File: config.mk
export PLATFORM = sky130hd
export DESIGN_NAME = saturating_accumulator
export DESIGN_NICKNAME = d
export VERILOG_FILES = /design/src/rtl/saturating_accumulator.sv
export SDC_FILE = /design/constraint.sdc
export NUM_CORES = 1
export LEC_CHECK = 0
export BUFFER_PORTS_ARGS = -buffer_cell sky130_fd_sc_hd__clkbuf_2
export CAP_MARGIN = 5
export CORE_ASPECT_RATIO = 1.2
export CORE_UTILIZATION = 54
export CTS_CLUSTER_DIAMETER = 50
export DETAILED_ROUTE_END_ITERATION = 8
export PLACE_DENSITY = 0.8
export SLEW_MARGIN = 5
export SYNTH_ARGS = -nofsm -noshare
export SYNTH_HDL_FRONTEND = slang
export SYNTH_SLANG_ARGS = --single-unit
File: constraint.sdc
create_clock -name clk_i -period 4.2 [get_ports clk_i]
set_clock_uncertainty 0.2 [all_clocks]
set_input_delay 0.63 -clock clk_i [delete_from_list [all_inputs] [get_ports clk_i]]
set_output_delay 0.63 -clock clk_i [all_outputs]
set_load 0.005 [all_outputs]
File: src/rtl/saturating_accumulator.sv
`default_nettype none
// ============================================================================
// Module      : saturating_accumulator
// Description : Streaming accumulator whose running sum is clamped to a
//               runtime window [min_i, max_i], with valid/ready handshake,
//               a one-entry registered output stage and saturation statistics.
// Revision    : 1.0 - initial release
// ============================================================================
module saturating_accumulator #(
    parameter int W      = 8,
    parameter bit SIGNED = 1'b0,
    parameter int CNT_W  = 8
) (
    input  logic             clk_i,
    input  logic             rst_n_i,
    input  logic             in_valid_i,
    input  logic [W-1:0]     in_data_i,
    output logic             in_ready_o,
    input  logic             clr_i,
    input  logic [W-1:0]     min_i,
    input  logic [W-1:0]     max_i,
    output logic             out_valid_o,
    output logic [W-1:0]     out_data_o,
    output logic             out_sat_o,
    input  logic             out_ready_i,
    output logic [CNT_W-1:0] sat_count_o,
    output logic             sticky_sat_o,
    input  logic             sticky_clr_i
);

    logic [W-1:0]     acc_q, acc_d;
    logic             out_valid_q, out_valid_d;
    logic [W-1:0]     out_data_q, out_data_d;
    logic             out_sat_q, out_sat_d;
    logic [CNT_W-1:0] sat_count_q, sat_count_d;
    logic             sticky_q, sticky_d;

    logic             accept;
    logic [W-1:0]     base;
    logic [W:0]       base_x;
    logic [W:0]       sample_x;
    logic [W:0]       min_x;
    logic [W:0]       max_x;
    logic [W:0]       sum_x;
    logic             above_max;
    logic             below_min;
    logic [W-1:0]     result;
    logic             sat;

    assign in_ready_o = !out_valid_q || out_ready_i;
    assign accept     = in_valid_i && in_ready_o;
    assign base       = clr_i ? '0 : acc_q;

    // One extra bit keeps the sum exact, so neither wrap nor overflow can occur.
    generate
        if (SIGNED) begin : g_signed
            assign base_x    = {base[W-1], base};
            assign sample_x  = {in_data_i[W-1], in_data_i};
            assign min_x     = {min_i[W-1], min_i};
            assign max_x     = {max_i[W-1], max_i};
            assign above_max = $signed(sum_x) > $signed(max_x);
            assign below_min = $signed(sum_x) < $signed(min_x);
        end else begin : g_unsigned
            assign base_x    = {1'b0, base};
            assign sample_x  = {1'b0, in_data_i};
            assign min_x     = {1'b0, min_i};
            assign max_x     = {1'b0, max_i};
            assign above_max = sum_x > max_x;
            assign below_min = sum_x < min_x;
        end
    endgenerate

    assign sum_x = base_x + sample_x;

    // Max test first so an inverted window (min > max) still has one answer.
    always_comb begin
        result = sum_x[W-1:0];
        sat    = 1'b0;
        if (above_max) begin
            result = max_i;
            sat    = 1'b1;
        end else if (below_min) begin
            result = min_i;
            sat    = 1'b1;
        end
    end

    always_comb begin
        acc_d       = acc_q;
        out_valid_d = out_valid_q;
        out_data_d  = out_data_q;
        out_sat_d   = out_sat_q;
        sat_count_d = sat_count_q;
        sticky_d    = sticky_q;

        if (accept) begin
            acc_d       = result;
            out_valid_d = 1'b1;
            out_data_d  = result;
            out_sat_d   = sat;
        end else begin
            if (clr_i) begin
                acc_d = '0;
            end
            if (out_valid_q && out_ready_i) begin
                out_valid_d = 1'b0;
            end
        end

        if (accept && sat && (sat_count_q != {CNT_W{1'b1}})) begin
            sat_count_d = sat_count_q + {{(CNT_W-1){1'b0}}, 1'b1};
        end

        if (accept && sat) begin
            sticky_d = 1'b1;
        end else if (sticky_clr_i) begin
            sticky_d = 1'b0;
        end
    end

    always_ff @(posedge clk_i or negedge rst_n_i) begin
        if (!rst_n_i) begin
            acc_q       <= '0;
            out_valid_q <= 1'b0;
            out_data_q  <= '0;
            out_sat_q   <= 1'b0;
            sat_count_q <= '0;
            sticky_q    <= 1'b0;
        end else begin
            acc_q       <= acc_d;
            out_valid_q <= out_valid_d;
            out_data_q  <= out_data_d;
            out_sat_q   <= out_sat_d;
            sat_count_q <= sat_count_d;
            sticky_q    <= sticky_d;
        end
    end

    assign out_valid_o  = out_valid_q;
    assign out_data_o   = out_data_q;
    assign out_sat_o    = out_sat_q;
    assign sat_count_o  = sat_count_q;
    assign sticky_sat_o = sticky_q;

endmodule

`default_nettype wire

==> results.toml, run 1 <==
[clock_tree]
htree_levels = 1
path_clk_slew_ps = 90
cts_root_buffer = "clkbuf_8"
cts_sinks = 27
clk_latency_ps = 270
holdBufCountCts = 0
cts_buffers = 3
cts_buffer_depth = 2
cts_tree = "yes"

[cells_and_area]
fin_util_pct = 68.3
area_growth_pct = 20.2
fin_nets = 328
drive_gt1_share_pct = 28.3
fillCellCount = 294
num_antenna_cells = 0

[placement]
place.detailed.hpwl_mm = 3.71
port_buffers = 49
dp_slack_ps = -55.8
gp_congestion = 0.928

[sta]
fin_crit_sh_pct = 94.4
setup_violations = 0
maxSlewViolCount = 0
period_minus_slack_ps = 3970
slew_headroom_pct = 55.7
rsz0062_at_grt = "false"
setup_slack_ps = 235
worst_pin_slew_ps = 664
hold_slack_ps = 173
hold_viol_final = 0
fmax_mhz = 252

[synthesis]
synthArstFlopShare_pct = 100
synthesis.area_sq_um = 2060
synth_top_area_cell = "dfrtp_1"
yosysTopAreaCellShare_pct = 32.7
synthesis.nets = 270
synth_warnings = 0
synth.distinct_cells = 50
synth-edff-count = 0
syn_avg_cell_area_sq_um = 9.60
syn_inst = 215
synth_ff_type = "dfrtp_1"
yosys-top-cells-area = "dfrtp_1 33%, ha_1 15%, inv_1 3.3%, nand2_1 3.1%, mux2i_1 2.9%"
synth_seq_cells = 27
yosysSeqAreaShare_pct = 32.7

[floorplan]
die_area_sq_um = 4070
coreArea_sq_um = 3630
die_w_um = 58.4
start_util_pct = 56.8
ioPinCount = 50
fp-row-count = 24
die_h_um = 69.7

[setup_path]
cp-end-kind = "register"
cp.arrival_ps = 3930
crit_required_ps = 4160
start_kind = "register"
setup.worst_path.class = "register to register"
cp_max_fo = 4

[route]
viasPerCell = 5.67
num_vias = 1837
drt_first_pass_iters = 4
ant_nets = 0
drc = 0
drt_iter0_drc = 89
wl_per_cell_um = 13.8
wirelength_mm = 4.46

[min_path]
holdCritPathClass = "input pin to asynchronous set/reset pin"

[grt]
track_usage_pct = 24.3
antenna_found_initial = 0
grt_pass1_vias = 1787
overflow = 0
grt_max_degree = 29
grt_pass1_wl_mm = 7.64

[power_and_ir_drop]
power_w = 0.00143
ir_drop_uv = 300
p_leak_nw = 1.27
p_per_area_nw_per_um2 = 577

[run]
drv_cap = 0

[outcome]
status = "complete, no violations"
## report_power, final
part	switching [W]	total [W]	leakage, nW	internal, W
clock network	0.0000798	0.000148	0.0228	0.0000680
registers	0.0000639	0.000426	0.333	0.000362
logic	0.000446	0.000858	0.911	0.000412
## layout by cell type, fill, tap and decap left out, drive strengths merged
cell type,netlist,layout
a2111oi,1,1
a211o,2,2
a211oi,6,6
a21o,6,6
a21oi,9,9
a221o,2,2
a221oi,2,2
a311oi,1,1
a31oi,4,4
a41oi,4,4
and2,2,2
and3,1,1
buf,4,10
clkbuf,2,53
dfrtp,27,27
fa,1,1
ha,24,24
inv,18,18
mux2,3,3
mux2i,6,6
nand2,19,19
nand2b,3,3
nand3,5,5
nand4,3,3
nor2,15,15
nor2b,9,9
nor3,7,7
o211ai,4,4
o21a,3,3
o21ai,4,4
o21bai,2,2
o311ai,7,7
o31a,1,1
o32a,1,1
or2,1,1
or3,1,1
xnor2,3,3
xor2,2,2
## flip-flops by register name (all words and copies together), names as in the netlist
register      count
out_data_o        8
sat_count_o       8
out_sat_o         1
sticky_sat_o      1
acc_q             8
out_valid_o       1
## cells in the mapped netlist, types with 3 or more instances
| cell | count |
|---|---|
| dfrtp_1 | 27 |
| ha_1 | 24 |
| inv_1 | 18 |
| nand2_1 | 17 |
| nor2_1 | 15 |
| a21oi_1 | 9 |
| nor2b_1 | 9 |
| nor3_1 | 7 |
| a21o_1 | 6 |
| mux2i_1 | 6 |
| nand3_1 | 5 |
| o311ai_1 | 5 |
| a211oi_1 | 4 |
| a41oi_1 | 4 |
| nand4_1 | 3 |
| o211ai_1 | 3 |
| o21a_1 | 3 |
| o21ai_0 | 3 |
| xnor2_1 | 3 |
## cells by family after synthesis
family / after synthesis / share of synthesized area (%)
multiplexers: 9 / 4.55
XOR/XNOR: 5 / 2.12
buffers and inverters: 24 / 5.15
AND/OR/NAND/NOR: 66 / 15.8
flip-flops: 27 / 32.7
AO/OA/AOI/OAI: 59 / 24.1
adder cells (fa/ha/maj): 25 / 15.5
## worst max-delay path, cell delays in order, from the launching register on
cell and delay (ps):
dfrtp_1 370, nor2b_1 140, ha_1 210, fa_1 420, a211oi_2 230, nor2_1 90, o21a_1 180, o31a_1 250
ha_1 310, a2111oi_2 370, o21ai_1 110, o21a_1 240, a31oi_4 260, nand4_1 130, mux2_1 320
## worst paths after layout
check,start,end,slack (ps),depth (start not counted)
hold reg to reg,out_sat_o$_DFFE_PN0P_,out_sat_o$_DFFE_PN0P_,280,1
min in group clk_i,out_sat_o$_DFFE_PN0P_,out_sat_o$_DFFE_PN0P_,280,1
setup reg to reg,acc_q[0]$_DFF_PN0_,sat_count_o[3]$_DFFE_PN0P_,230,14
setup / recovery,acc_q[0]$_DFF_PN0_,sat_count_o[3]$_DFFE_PN0P_,230,14
max in group asynchronous,rst_n_i,acc_q[4]$_DFF_PN0_,3210,1
hold / removal,rst_n_i,out_data_o[1]$_DFFE_PN0P_,170,1
## per-layer routing
layer  GRT usage, %  routed length [um]
met1           31.5                1900
met2           41.6                2250
met3           2.61                 251
met4           7.67                  65
met5              0                   0
## area by class of cell
class                      instances  area (sq um)  area share, %
sequential                        27           676           27.2
multi-input combinational        164          1290           52.0
timing repair buffer              59           337           13.6
tap                               52          65.1           2.62
inverter                          18          67.6           2.72
clock buffer                       4          45.0           1.82
## per-stage QoR
stage               setup TNS [ps]  instances  area [sq um]
global placement                 0        320          2420
global route                     0        324          2480
finish                           0        324          2480
detailed placement            -321        320          2420
floorplan                        0        215          2060
CTS                              0        324          2470
## what timing repair did
item                                    4_1_cts  5_1_grt
resized for setup                             0        3
setup buffers                                 0        0
endpoints found under the hold margin         0        0
endpoints found under the setup margin        0       10
Power figures use the tool's default switching activity.
==> run 2: changes to the inputs <==
CELL_PAD_IN_SITES_DETAIL_PLACEMENT = 1   (was default)
CELL_PAD_IN_SITES_GLOBAL_PLACEMENT = 1   (was default)
CORE_UTILIZATION = 41   (was 54)
PLACE_DENSITY = default   (was 0.8)
PLACE_DENSITY_LB_ADDON = 0.1   (was default)
==> results.toml, run 2 (synthesized netlist as in run 1, its figures left out) <==
[grt]
grt_pass1_wl_mm = 9.13
track_usage_pct = 22.6
grt_max_degree = 29
grt_pass1_vias = 1972
overflow = 0
antenna_found_initial = 0

[floorplan]
fp-row-count = 27
start_util_pct = 43.9
die_h_um = 79.7
die_w_um = 66.8
coreArea_sq_um = 4700
ioPinCount = 50
die_area_sq_um = 5320

[power_and_ir_drop]
power_w = 0.00150
p_per_area_nw_per_um2 = 583
ir_drop_uv = 331
p_leak_nw = 1.33

[setup_path]
crit_required_ps = 4170
timing.rr.start = "acc_q[0]$_DFF_PN0_"
start_kind = "register"
r2r_cells = 15
cp_max_fo = 10
ff2ff_setup_slack_ps = 240
setup.worst_path.class = "register to register"
cp-end-kind = "register"
regToRegEndpoint = "out_data_o[0]$_DFFE_PN0P_"
cp.arrival_ps = 3930

[clock_tree]
cts_resized = 0
holdBufCountCts = 0
cts_buffer_depth = 2
htree_levels = 1
postCtsSetupRepairBufs = 0
cts_buffers = 3
cts_sinks = 27
cts_tree = "yes"
path_clk_slew_ps = 100
clk_latency_ps = 270
cts_root_buffer = "clkbuf_8"

[run]
drv_cap = 0

[sta]
period_minus_slack_ps = 3960
maxSlewViolCount = 0
setup-tns-final_ps = 0
fmax_mhz = 252
slew_headroom_pct = 54.2
hold_viol_final = 0
fin_crit_sh_pct = 94.4
worst_pin_slew_ps = 687
setup_slack_ps = 236
setup_violations = 0

[route]
wirelength_mm = 5.55
num_vias = 1889
drc = 0
drt_iter0_drc = 61
drt_first_pass_iters = 4
wl_per_cell_um = 16.1
ant_nets = 0
viasPerCell = 5.49

[placement]
dp_slack_ps = -60.4
gp_congestion = 0.788
port_buffers = 49
dp_cells = 340
place.detailed.hpwl_mm = 4.60

[outcome]
status = "complete, no violations"

[cells_and_area]
num_antenna_cells = 0
layout.cells.non_filler = 344
fin_util_pct = 54.9
area_growth_pct = 24.9
drive_gt1_share_pct = 32.2
final_common_cell = "clkbuf_2"
fin_nets = 342
final_cell_mix = "49 x clkbuf_2, 27 x dfrtp_1, 24 x ha_1, 24 x buf_4, 18 x inv_1"

[min_path]
holdCritPathClass = "input pin to asynchronous set/reset pin"
-- run 2: cell types whose count changed in the layout (fill, tap and decap cells not counted) --
cell,before,now
buf_12,1,0
clkinv_2,0,1
buf_4,8,24
a221oi_1,1,2
a221oi_2,1,0
clkbuf_1,1,0
nor3_1,7,6
o311ai_0,2,1
o311ai_1,5,6
nor3_2,0,1
buf_6,1,0
-- run 2: critical path: stages, from the launching register on --
cell and delay, ps:
dfrtp_1 370, nor2b_1 140, ha_1 210, fa_1 410
a211oi_2 270, nor2_1 100, o21a_1 190, o31a_1 250
ha_1 310, a2111oi_2 300, o21ai_1 110, o21a_1 230
buf_4 200, mux2i_1 210, nor3_2 80, a221o_1 290
-- run 2: worst max path at each step --
stage	to	depth (start not counted)	from	slack [ps]
6_report	out_data_o[0]$_DFFE_PN0P_	15	acc_q[0]$_DFF_PN0_	240
5_1_grt	acc_q[5]$_DFF_PN0_	15	acc_q[0]$_DFF_PN0_	-0.3
4_1_cts	acc_q[5]$_DFF_PN0_	15	acc_q[0]$_DFF_PN0_	210
3_5_place_dp	acc_q[5]$_DFF_PN0_	16	clr_i	-60
3_3_place_gp	sat_count_o[4]$_DFFE_PN0P_	17	clr_i	40
2_1_floorplan	sat_count_o[3]$_DFFE_PN0P_	14	clr_i	240
-- run 2: through the flow --
stage | hold slack (ps) | instance area (sq um)
detailed placement | 267 | 2520
floorplan | 134 | 2060
finish | 175 | 2580
CTS | 201 | 2570
global placement | 263 | 2520
global route | 236 | 2580
-- run 2: layout make-up --
type / instances / area, sq um
multi-input cells: 164 / 1290
inverters: 18 / 67.6
flip-flops and latches: 27 / 676
repair buffers: 73 / 425
clock buffers: 3 / 41.3
well taps: 58 / 72.6
fillers: 576 / 2120
clock inverters: 1 / 5.00
-- run 2: layer usage --
| layer | wire length [um] | vias to the layer above | global-route usage (%) |
|---|---|---|---|
| met5 | 0 | - | 0 |
| met1 | 2580 | 917 | 28.0 |
| met4 | 50 | 0 | 5.74 |
| met2 | 2830 | 34 | 41.0 |
| li1 | - | 934 | - |
| met3 | 89 | 4 | 2.14 |
-- run 2: where the power goes --
part,total [W],leakage (nW),internal (W),switching (W)
registers,0.000429,0.333,0.000361,0.0000680
logic,0.000924,0.974,0.000445,0.000478
clock network,0.000148,0.0255,0.0000664,0.0000814
